[config.mk]
export PLATFORM = sky130hd
export DESIGN_NAME = dac_frame_scheduler_flat
export DESIGN_NICKNAME = d
export VERILOG_FILES = /design/src/rtl/dac_pkg.sv /design/src/rtl/dac_frame_scheduler_if.sv /design/src/rtl/dac_phase_counter.sv /design/src/rtl/dac_frame_scheduler.sv /design/src/flat_wrapper.sv
export SDC_FILE = /design/constraint.sdc
export NUM_CORES = 1
export LEC_CHECK = 0
export BUFFER_PORTS_ARGS = -buffer_cell sky130_fd_sc_hd__buf_4
export CAP_MARGIN = 10
export CORE_MARGIN = 2
export CORE_UTILIZATION = 57
export CTS_CLUSTER_SIZE = 14
export DETAILED_ROUTE_END_ITERATION = 10
export MAX_ROUTING_LAYER = met4
export PLACE_DENSITY = 0.84
export SLEW_MARGIN = 25
export SYNTH_ARGS = -nofsm -noshare
export SYNTH_HDL_FRONTEND = slang
export SYNTH_SLANG_ARGS = --single-unit
[constraint.sdc]
create_clock -name clk_in -period 5.14 [get_ports clk_in]
set_clock_uncertainty 0.1 [all_clocks]
set_input_delay 0.771 -clock clk_in [delete_from_list [all_inputs] [get_ports clk_in]]
set_output_delay 0.771 -clock clk_in [all_outputs]
set_load 0.01 [all_outputs]
[src/rtl/dac_pkg.sv]
// Shared types and defaults for the DAC frame scheduler.
// Latency: n/a (types, constants and a helper function only).
// Backpressure: n/a.
package dac_pkg;

  localparam int DAC_FRAME_LEN    = 128;
  localparam int DAC_INTERP_RATIO = 4;
  localparam int DAC_REQ_LEAD     = 8;
  localparam int DAC_DATA_W       = 16;

  // STOP is not a separate state: it is RUN with a pending-stop flag.
  typedef enum logic [1:0] {
    IDLE  = 2'd0,
    PRIME = 2'd1,
    RUN   = 2'd2
  } state_t;

  // Saturating 8-bit increment used by the underrun counter.
  function automatic logic [7:0] sat_inc8(input logic [7:0] v);
    return (v == 8'hFF) ? v : v + 8'd1;
  endfunction

endpackage

[src/rtl/dac_frame_scheduler_if.sv]
// Bundle between the PCM source / DAC datapath and the frame scheduler.
// Latency: n/a (wiring only).
// Backpressure: s_valid/s_ready handshake; all other signals are unconditioned.
// Ports: enable, s_valid, s_data in to scheduler; s_ready, frame_stb, interp_stb,
//        sample_out, underrun, underrun_cnt, running, phase out of scheduler.
interface dac_frame_scheduler_if
  import dac_pkg::*;
#(
  parameter int DATA_W = DAC_DATA_W,
  parameter int PH_W   = $clog2(DAC_FRAME_LEN)
);
  logic              enable;
  logic              s_valid;
  logic [DATA_W-1:0] s_data;
  logic              s_ready;
  logic              frame_stb;
  logic              interp_stb;
  logic [DATA_W-1:0] sample_out;
  logic              underrun;
  logic [7:0]        underrun_cnt;
  logic              running;
  logic [PH_W-1:0]   phase;

  // Controller / source side.
  modport master (
    output enable, s_valid, s_data,
    input  s_ready, frame_stb, interp_stb, sample_out, underrun, underrun_cnt, running, phase
  );

  // Scheduler side.
  modport slave (
    input  enable, s_valid, s_data,
    output s_ready, frame_stb, interp_stb, sample_out, underrun, underrun_cnt, running, phase
  );
endinterface

[src/rtl/dac_phase_counter.sv]
// Frame phase counter with frame, interpolator, request-window and wrap taps.
// Latency: phase advances one step per cycle while active; taps decode the registered phase.
// Backpressure: none; free-running while i_active, held at 0 otherwise.
// Ports: clk_in, reset, i_active in; o_phase, o_frame_stb, o_interp_stb, o_window, o_wrap out.
module dac_phase_counter
  import dac_pkg::*;
#(
  parameter int FRAME_LEN    = DAC_FRAME_LEN,
  parameter int INTERP_RATIO = DAC_INTERP_RATIO,
  parameter int REQ_LEAD     = DAC_REQ_LEAD,
  parameter int PH_W         = $clog2(FRAME_LEN)
) (
  input  logic            clk_in,
  input  logic            reset,
  input  logic            i_active,
  output logic [PH_W-1:0] o_phase,
  output logic            o_frame_stb,
  output logic            o_interp_stb,
  output logic            o_window,
  output logic            o_wrap
);
  localparam int STEP      = FRAME_LEN / INTERP_RATIO;
  localparam int WIN_START = FRAME_LEN - REQ_LEAD;

  logic [PH_W-1:0] r_phase;

  // FRAME_LEN is a power of two, so the natural binary rollover is the wrap.
  always_ff @(posedge clk_in or posedge reset) begin
    if (reset) begin
      r_phase <= '0;
    end else if (i_active) begin
      r_phase <= r_phase + 1'b1;
    end else begin
      r_phase <= '0;
    end
  end

  // STEP is a power of two, so the modulo tap is a low-bit mask.
  assign o_phase      = r_phase;
  assign o_frame_stb  = i_active && (r_phase == '0);
  assign o_interp_stb = i_active && ((r_phase & PH_W'(STEP - 1)) == '0);
  assign o_window     = i_active && (r_phase >= PH_W'(WIN_START));
  assign o_wrap       = i_active && (r_phase == PH_W'(FRAME_LEN - 1));

endmodule

[src/rtl/dac_frame_scheduler.sv]
// Sample-rate sequencer: fetches one PCM sample per frame, issues frame/interp strobes, mutes on underrun.
// Latency: first handshake in PRIME appears on sample_out with frame_stb one cycle later; later samples at the next wrap.
// Backpressure: s_ready open in PRIME and in the last REQ_LEAD phases of a frame while the holding register is empty.
// Ports: clk_in, reset (async, active-high); bus (slave modport) carrying enable, source handshake and all status outputs.
module dac_frame_scheduler
  import dac_pkg::*;
#(
  parameter int FRAME_LEN    = DAC_FRAME_LEN,
  parameter int INTERP_RATIO = DAC_INTERP_RATIO,
  parameter int REQ_LEAD     = DAC_REQ_LEAD,
  parameter int DATA_W       = DAC_DATA_W
) (
  input  logic                  clk_in,
  input  logic                  reset,
  dac_frame_scheduler_if.slave  bus
);
  localparam int PH_W = $clog2(FRAME_LEN);

  state_t            r_state;
  logic              r_hold_full;
  logic [DATA_W-1:0] r_hold;
  logic [DATA_W-1:0] r_sample;
  logic              r_underrun;
  logic [7:0]        r_ucnt;
  logic              r_stop;

  logic              w_active;
  logic [PH_W-1:0]   w_phase;
  logic              w_frame_stb;
  logic              w_interp_stb;
  logic              w_window;
  logic              w_wrap;
  logic              w_ready;
  logic              w_accept;

  assign w_active = (r_state == RUN);

  dac_phase_counter #(
    .FRAME_LEN    (FRAME_LEN),
    .INTERP_RATIO (INTERP_RATIO),
    .REQ_LEAD     (REQ_LEAD),
    .PH_W         (PH_W)
  ) u_phase (
    .clk_in       (clk_in),
    .reset        (reset),
    .i_active     (w_active),
    .o_phase      (w_phase),
    .o_frame_stb  (w_frame_stb),
    .o_interp_stb (w_interp_stb),
    .o_window     (w_window),
    .o_wrap       (w_wrap)
  );

  // Ready is gated by enable in PRIME so a simultaneous stop request accepts nothing.
  // In RUN the empty holding register limits intake to one sample per frame.
  assign w_ready  = ((r_state == PRIME) && bus.enable) ||
                    (w_active && w_window && !r_hold_full);
  assign w_accept = w_ready && bus.s_valid;

  always_ff @(posedge clk_in or posedge reset) begin
    if (reset) begin
      r_state     <= IDLE;
      r_hold_full <= 1'b0;
      r_hold      <= '0;
      r_sample    <= '0;
      r_underrun  <= 1'b0;
      r_ucnt      <= '0;
      r_stop      <= 1'b0;
    end else begin
      r_underrun <= 1'b0;
      unique case (r_state)
        IDLE: begin
          r_stop <= 1'b0;
          if (bus.enable) r_state <= PRIME;
        end
        PRIME: begin
          if (!bus.enable) begin
            r_state <= IDLE;
          end else if (w_accept) begin
            r_state  <= RUN;
            r_sample <= bus.s_data;
          end
        end
        RUN: begin
          if (w_wrap) begin
            // A stop requested at any point in the frame (or at the wrap itself)
            // takes effect here, even if enable has come back by now.
            if (r_stop || !bus.enable) begin
              r_state     <= IDLE;
              r_sample    <= '0;
              r_hold_full <= 1'b0;
              r_stop      <= 1'b0;
            end else if (r_hold_full) begin
              r_sample    <= r_hold;
              r_hold_full <= 1'b0;
            end else if (w_accept) begin
              // Last-phase handshake bypasses the holding register.
              r_sample <= bus.s_data;
            end else begin
              r_sample   <= '0;
              r_underrun <= 1'b1;
              r_ucnt     <= sat_inc8(r_ucnt);
            end
          end else begin
            if (w_accept) begin
              r_hold      <= bus.s_data;
              r_hold_full <= 1'b1;
            end
            if (!bus.enable) r_stop <= 1'b1;
          end
        end
        default: r_state <= IDLE;
      endcase
    end
  end

  assign bus.s_ready      = w_ready;
  assign bus.frame_stb    = w_frame_stb;
  assign bus.interp_stb   = w_interp_stb;
  assign bus.sample_out   = r_sample;
  assign bus.underrun     = r_underrun;
  assign bus.underrun_cnt = r_ucnt;
  assign bus.running      = w_active;
  assign bus.phase        = w_phase;

endmodule

[src/flat_wrapper.sv]
// flat-port wrapper written by rule: the top's interface ports become plain ports
module dac_frame_scheduler_flat import dac_pkg::*;
#(
  parameter int FRAME_LEN    = DAC_FRAME_LEN,
  parameter int INTERP_RATIO = DAC_INTERP_RATIO,
  parameter int REQ_LEAD     = DAC_REQ_LEAD,
  parameter int DATA_W       = DAC_DATA_W
)
  (clk_in, reset, bus_enable, bus_s_valid, bus_s_data, bus_s_ready, bus_frame_stb, bus_interp_stb, bus_sample_out, bus_underrun, bus_underrun_cnt, bus_running, bus_phase);
  dac_frame_scheduler_if #(.DATA_W(DATA_W), .PH_W(7)) bus_i ();
  input  logic clk_in;
  input  logic reset;
  input wire logic [$bits(bus_i.enable)-1:0] bus_enable;
  input wire logic [$bits(bus_i.s_valid)-1:0] bus_s_valid;
  input wire logic [$bits(bus_i.s_data)-1:0] bus_s_data;
  output wire logic [$bits(bus_i.s_ready)-1:0] bus_s_ready;
  output wire logic [$bits(bus_i.frame_stb)-1:0] bus_frame_stb;
  output wire logic [$bits(bus_i.interp_stb)-1:0] bus_interp_stb;
  output wire logic [$bits(bus_i.sample_out)-1:0] bus_sample_out;
  output wire logic [$bits(bus_i.underrun)-1:0] bus_underrun;
  output wire logic [$bits(bus_i.underrun_cnt)-1:0] bus_underrun_cnt;
  output wire logic [$bits(bus_i.running)-1:0] bus_running;
  output wire logic [$bits(bus_i.phase)-1:0] bus_phase;
  assign bus_i.enable = bus_enable;
  assign bus_i.s_valid = bus_s_valid;
  assign bus_i.s_data = bus_s_data;
  assign bus_s_ready = bus_i.s_ready;
  assign bus_frame_stb = bus_i.frame_stb;
  assign bus_interp_stb = bus_i.interp_stb;
  assign bus_sample_out = bus_i.sample_out;
  assign bus_underrun = bus_i.underrun;
  assign bus_underrun_cnt = bus_i.underrun_cnt;
  assign bus_running = bus_i.running;
  assign bus_phase = bus_i.phase;
  dac_frame_scheduler #(.FRAME_LEN(FRAME_LEN), .INTERP_RATIO(INTERP_RATIO), .REQ_LEAD(REQ_LEAD), .DATA_W(DATA_W)) u_core (.clk_in(clk_in), .reset(reset), .bus(bus_i));
endmodule
==> results of run 1 <==
[worst max-delay path, stage by stage, from the launching register on]
cell	delay [ps]
dfrtp_1	440
nand2b_1	370
inv_1	230
nand3b_1	110
nor3_1	180
nor3b_1	230
buf_4	160
[cell usage in the layout, fill, tap and decap left out, types with 2 or more instances in the layout]
| master | Yosys | layout |
|---|---|---|
| mux2_2 | 14 | 14 |
| a21oi_1 | 23 | 23 |
| nor3_1 | 2 | 2 |
| a22oi_1 | 16 | 16 |
| clkbuf_8 | 0 | 5 |
| nand4_1 | 2 | 2 |
| and3_1 | 3 | 3 |
| mux2_1 | 2 | 2 |
| nand3_1 | 5 | 5 |
| ha_1 | 3 | 3 |
| dfrtp_1 | 52 | 52 |
| nor2_1 | 28 | 28 |
| o21ai_0 | 2 | 2 |
| nand4b_1 | 2 | 2 |
| nand2_1 | 5 | 5 |
| nand2b_1 | 2 | 2 |
| mux2_4 | 2 | 2 |
| inv_1 | 7 | 6 |
| xnor2_1 | 2 | 2 |
| a41oi_1 | 2 | 2 |
| xor2_1 | 4 | 4 |
| nand4_2 | 2 | 2 |
| nor2b_1 | 2 | 2 |
| a31oi_1 | 3 | 3 |
| buf_4 | 1 | 55 |
[layout make-up]
cell class              count  area (um2)
fillers                   297        1090
repair buffers             56         424
flip-flops and latches     52        1300
multi-input cells         139         978
clock inverters             2        16.3
well taps                  50        62.6
clock buffers               6        72.6
inverters                   7        28.8
[sequential cells by signal (all words and copies together), names as in the netlist]
signal and flops:
u_core.r_hold_full 1, u_core.r_stop 1, u_core.u_phase.o_phase 7, u_core.bus.underrun_cnt 8
u_core.bus.underrun 1, u_core.bus.sample_out 16, u_core.r_hold 16, u_core.r_state 2
[through the flow]
| stage | power, uW | setup WS [ps] | util (%) | cell area [um2] |
|---|---|---|---|---|
| floorplan | 650 | 2640 | - | 2340 |
| finish | 1020 | 2270 | 72.6 | 2880 |
| CTS | 1020 | 2270 | 72.6 | 2880 |
| global route | 1080 | 2060 | 72.6 | 2880 |
| detailed placement | 796 | 2600 | 70.4 | 2800 |
| global placement | 783 | 2680 | 70.0 | 2780 |
[how the worst min path moves through the flow]
stage	slack [ps]	cells past startpoint	from	endpoint
global placement	380	1	u_core.r_hold[15]$_DFFE_PP0P_	u_core.r_hold[15]$_DFFE_PP0P_
floorplan	370	1	u_core.r_hold[0]$_DFFE_PP0P_	u_core.r_hold[0]$_DFFE_PP0P_
CTS	410	1	u_core.r_hold[8]$_DFFE_PP0P_	u_core.r_hold[8]$_DFFE_PP0P_
finish	410	1	u_core.r_hold[0]$_DFFE_PP0P_	u_core.r_hold[0]$_DFFE_PP0P_
global route	430	1	u_core.r_hold[0]$_DFFE_PP0P_	u_core.r_hold[0]$_DFFE_PP0P_
detailed placement	390	1	u_core.r_hold[8]$_DFFE_PP0P_	u_core.r_hold[8]$_DFFE_PP0P_
[cells by family (layout without fill, tap and decap cells)]
| group | Yosys count | count (layout) | synth area share, % |
|---|---|---|---|
| and+or+nand+nor | 63 | 63 | 15.3 |
| DFF | 52 | 52 | 55.6 |
| AOI/OAI and AO/OA | 49 | 49 | 13.0 |
| muxes | 18 | 18 | 8.98 |
| buffers and inverters | 17 | 71 | 3.16 |
| xor gates and xnor gates | 6 | 6 | 2.25 |
| adders and majority gates | 3 | 3 | 1.60 |
[routing by layer]
layer  part of all wire (%)  GRT usage [%]  vias up
li1                       -              -      855
met1                     43           29.2      880
met2                     53           37.9       40
met3                    4.1           5.43        2
met4                   0.27           4.50        0
met5                      0              -        -
[power groups by stage]
stage,Clock (uW),Sequential [uW],Combinational [uW]
after global routing,252,522,302
after CTS,235,514,275
final,230,514,272
after floorplan,0,545,105
after global placement,0,520,262
after detailed placement,0,522,274
==> results by group, run 1 <==
Setup path
  – Cells on worst reg2reg path: 5
  – Crit-path max FO: 10
  – Endpoint class of the critical path: primary output
  – Startpoint types: register
  – RR Startpoint: u_core.r_state[0]$_DFFE_PP0P_
  – Required time worst endpoint: 4270 ps
  – Critical Path End: bus_frame_stb
  – Reg2Reg Setup Slack: 2970 ps
  – Crit path DAT: 2000 ps
  – Critical Path Source: u_core.r_state[0]$_DFFE_PP0P_
  – Critical path class: register to primary output
  – R2R Path End: u_core.bus.sample_out[12]$_DFFE_PP0P_

GRT
  – Vias in the first global route: 1732
  – Largest net degree at the start of global routing: 53
  – First-pass GRT wire length: 7690 um
  – GR Overflow Total: 0
  – Initial antenna violation count: 0
  – Total Routing Usage GR: 22.9%

CTS
  – Root Driver: clkbuf_8
  – Htree depth: 2
  – Hold_buf cts: 0
  – Clock buffer depth: 2
  – CTS tree: built
  – CTS clk-pin slew, worst paths: 90 ps
  – Clk sinks: 52
  – Cts repair resizes: 0
  – Total CTS buffers: 5
  – Clk Latency, worst-skew pair: 300 ps
  – Setup Fix Bufs, Post-CTS: 0

Hold path
  – Tightest Hold Check Type: register to register

Yosys
  – Synth warn: 0
  – Syn avg cell area: 11.2 um2
  – Area leader, netlist: dfrtp_1
  – Async SR Flop Fraction: 100%
  – Dominant synthesized flop cell: dfrtp_1
  – Post-synthesis sequential area ratio: 55.6%
  – Yosys top cell area share: 55.6%
  – Most frequent cell after synthesis: dfrtp_1
  – Post-synth EDFFs: 0
  – Seq cells post-synth: 52
  – Synth unique cells: 40
  – Cells after Synth: 208
  – Cell area after synthesis: 2340 um2
  – Largest cells by area after synthesis: dfrtp_1 (56%), mux2_2 (6.7%), a22oi_1 (5.1%)
  – Synth cell count leaders: dfrtp_1 (52), nor2_1 (28), a21oi_1 (23)
  – Syn_nets: 231

Pwr
  – NetSw: 309 uW
  – Int Pwr: 706 uW
  – Flop pwr share: 50.6%
  – VDD IR max: 282 uV
  – Clock network power share: 22.7%
  – Comb power frac: 26.8%
  – Cell leakage power: 0.00142 uW
  – Pwr Density: 352 nW/um2
  – Sw Share: 30.5%

STA
  – Slew @ Worst Pin: 650 ps
  – Worst hold slack: 412 ps
  – Max Fclk: 348 MHz
  – Setup tns final: 0 ps
  – Normalized max-slew margin: 56.6%
  – Slew Viols, Final: 0
  – Fin. Hold Viols: 0
  – RSZ-0062 raised after global routing: no
  – Period utilization: 55.8%
  – Setup violators final: 0
  – Period minus WS final: 2870 ps

Placement
  – Final Wtd Congestion: 0.845
  – Placed cell count: 304
  – HPWL Detailed: 3310 um
  – Port Buffers: 55

Drt
  – DRT iter0 DRCs: 153
  – Wire per inst: 15.3 um
  – Via count: 1777
  – Drt total wl: 4790 um
  – Routed Antenna Nets: 0
  – Avg Vias per Cell: 5.70
  – Drt first pass iters: 4
  – DR DRC count: 0

Finish
  – Synth-to-Final Area Change: 23.3%
  – N_diodes: 0
  – Final cell count without fillers: 312
  – Layout cell share with drive strength beyond 1: 33.2%
  – Final net count: 284

Die
  – Core area: 3970 um2
  – Die Footprint: 4630 um2
  – Die Y: 68.1 um
  – Initial Util: 58.9%
  – I/O pin total: 56
  – Die Wd: 68.1 um
  – # rows: 23

Flow run
  – MaxCap Viol Count: 0

Run status
  – Outcome: completed
Note: power is estimated with default switching activity, not from simulation.
==> run 2: changes to the inputs <==
--- a/config.mk
+++ b/config.mk
@@ -8,11 +8,11 @@
 export BUFFER_PORTS_ARGS = -buffer_cell sky130_fd_sc_hd__buf_4
 export CAP_MARGIN = 10
 export CORE_MARGIN = 2
-export CORE_UTILIZATION = 57
+export CORE_UTILIZATION = 53
 export CTS_CLUSTER_SIZE = 14
 export DETAILED_ROUTE_END_ITERATION = 10
 export MAX_ROUTING_LAYER = met4
-export PLACE_DENSITY = 0.84
+export PLACE_DENSITY = 0.79
 export SLEW_MARGIN = 25
 export SYNTH_ARGS = -nofsm -noshare
 export SYNTH_HDL_FRONTEND = slang
==> constraint.sdc (replaced) <==
create_clock -name clk_in -period 2.97 [get_ports clk_in]
set_clock_uncertainty 0.1 [all_clocks]
set_input_delay 0.4455 -clock clk_in [delete_from_list [all_inputs] [get_ports clk_in]]
set_output_delay 0.4455 -clock clk_in [all_outputs]
set_load 0.01 [all_outputs]
==> run 2 against run 1 <==
Compared with the run above:
- critical path depth stayed put
- non-clock buffer count increased by 3
- clock-buffer cell count fell by 1
- combinational power is 72% higher
- wire length fell by 1.8%
- largest cell class unchanged
- largest power group unchanged
==> results by group, run 2 (synthesized netlist as in run 1, its figures left out) <==
Pwr
  – Pwr Density: 632 nW/um2 (+79%)
  – NetSw: 541 uW (+75%)
  – Comb power frac: 25.3% (-1.5 points)
  – Sw Share: 29.2% (-1.2 points)
  – Clock network power share: 26.9% (+4.2 points)
  – VDD IR max: 332 uV (+18%)
  – Int Pwr: 1310 uW (+86%)
  – Cell leakage power: 0.00145 uW (+2.2%)
  – Flop pwr share: 47.8% (-2.8 points)

Setup path
  – Endpoint class of the critical path: primary output
  – Required time worst endpoint: 2420 ps (-1850 ps)
  – Crit-path max FO: 10 (unchanged)
  – Buf+Inv Stages, Crit Path: 2 (unchanged)
  – Family with the most delay on the worst path: simple AND/OR/NAND/NOR gates
  – Startpoint types: register
  – Crit-path cells: nand2b_1 > inv_1 > nand3b_1 > nor3_1 > nor3b_1 > buf_4
  – Critical path class: register to primary output
  – Slowest stage delay, CP: 450 ps (about the same)
  – Crit path DAT: 2030 ps (+30 ps)
  – Max stage delay cell, worst path: dfrtp_1

Finish
  – N_diodes: 0 (unchanged)
  – Finished Cell Area: 2930 um2 (+1.6%)
  – Multi-input gate area: 978 um2 (unchanged)
  – Final net count: 287 (+1.1%)
  – Synth-to-Final Area Change: 25.3%
  – Commonest non-fill, non-tap cell in the layout: buf_4
  – FF+latch area: 1300 um2 (unchanged)
  – Fill count: 339 (+14%)
  – Most frequent cells in the layout: buf_4 (58), dfrtp_1 (52), nor2_1 (28)
  – Layout cell share with drive strength beyond 1: 34.0% (+0.76 points)
  – Final cell count without fillers: 317 (+1.6%)

Drt
  – Routed Antenna Nets: 0 (unchanged)
  – Via count: 1764 (-0.73%)
  – Drt total wl: 4700 um (-1.8%)
  – DRT iter0 DRCs: 155 (+1.3%)
  – Wire per inst: 14.8 um (-3.4%)
  – DR DRC count: 0 (unchanged)
  – Drt first pass iters: 4 (unchanged)
  – Avg Vias per Cell: 5.56 (-2.3%)

Placement
  – Cell Area, Placed: 2810 um2 (+0.40%)
  – Placed cell count: 308 (+1.3%)
  – Port Buffers: 55 (unchanged)
  – HPWL Detailed: 3240 um (-2.0%)
  – Final Wtd Congestion: 0.826 (-2.2%)

STA
  – Setup violators final: 0 (unchanged)
  – Setup tns final: 0 ps (unchanged)
  – RSZ-0062 raised after global routing: no
  – Slew @ Worst Pin: 651 ps (+0.418 ps)
  – Normalized max-slew margin: 56.6% (about the same)
  – Fin. Hold Viols: 0 (unchanged)
  – Max Fclk: 389 MHz
  – Worst hold slack: 261 ps (-151 ps)
  – Slew Viols, Final: 0 (unchanged)
  – Period minus WS final: 2570 ps
  – Period utilization: 86.5%

CTS
  – Cts repair resizes: 0 (unchanged)
  – CTS clk-pin slew, worst paths: 90 ps (about the same)
  – Clk Latency, worst-skew pair: 310 ps (about the same)
  – CTS tree: built
  – Clock buffer depth: 2 (unchanged)
  – Clk sinks: 52 (unchanged)
  – Root Driver: clkbuf_8
  – Htree depth: 2 (unchanged)
  – Total CTS buffers: 5 (unchanged)

GRT
  – First-pass GRT wire length: 7870 um (+2.3%)
  – Largest net degree at the start of global routing: 33 (-38%)
  – GR Overflow Total: 0 (unchanged)
  – Vias in the first global route: 1699 (-1.9%)
  – Total Routing Usage GR: 20.7% (-2.3 points)
  – Initial antenna violation count: 0 (unchanged)

Die
  – # rows: 24 (+4.3%)
  – Initial Util: 54.5% (-4.4 points)
  – Die Wd: 70.4 um (+3.5%)
  – Die Y: 70.4 um (+3.5%)
  – I/O pin total: 56 (unchanged)
  – Die Footprint: 4960 um2 (+7.1%)
  – Core area: 4290 um2 (+8.1%)

Run status
  – Outcome: completed

Hold path
  – Tightest Hold Check Type: input pin to register

Flow run
  – MaxCap Viol Count: 0 (unchanged)
run 2: power groups by stage:
| stage | clock (uW) | combinational (uW) | sequential [uW] |
|---|---|---|---|
| after global routing | 542 | 519 | 899 |
| after CTS | 512 | 474 | 886 |
| final | 499 | 468 | 885 |
| after detailed placement | 0 | 471 | 900 |
| after global placement | 0 | 463 | 896 |
| after floorplan | 0 | 181 | 944 |
run 2: worst register-to-register path: cells and delay by family (launching register included):
family,cells,cell delay (ps)
compound gates,2,350
buf+inv,1,240
flops,1,450
simple gates,2,970
run 2: worst paths after layout:
check                                               from                                    to  slack [ps]  cells after the start
setup / recovery           u_core.r_state[0]$_DFFE_PP0P_                         bus_frame_stb         400                      6
hold / removal                            bus_s_data[15]         u_core.r_hold[15]$_DFFE_PP0P_         260                      2
setup reg to reg           u_core.r_state[0]$_DFFE_PP0P_  u_core.bus.sample_out[2]$_DFFE_PP0P_         790                      5
hold reg to reg            u_core.r_hold[15]$_DFFE_PP0P_         u_core.r_hold[15]$_DFFE_PP0P_         410                      1
max in group asynchronous                          reset   u_core.u_phase.o_phase[4]$_DFF_PP0_        1660                      4
min in group asynchronous                          reset  u_core.bus.sample_out[0]$_DFFE_PP0P_         530                      3
run 2: metrics by stage:
step                setup slack, ps  util, %  total power [uW]
floorplan                       797        -              1120
global placement                835     65.4              1360
detailed placement              755     65.4              1370
CTS                             403     68.3              1870
global route                    296     68.3              1960
finish                          399     68.3              1850
run 2: area by class of cell:
class	instances	area share, %
Sequential cell	52	44.4
Multi-Input combinational cell	139	33.4
Timing Repair Buffer	59	15.2
Clock buffer	5	2.35
Tap cell	52	2.22
Clock inverter	3	1.58
Inverter	7	0.896
run 2: repair_timing:
action,in CTS,in global routing
hold buffers,1,0
hold endpoints to repair,14,0
buffers inserted,0,0
setup endpoints to repair,0,0
run 2: layer usage:
metal  wire, um  vias up  track usage (%)
met5          0        -                -
met4         93        0             8.97
met3        207       10             5.05
met2       2330       49             31.7
met1       2070      851             26.2
li1           -      854                -
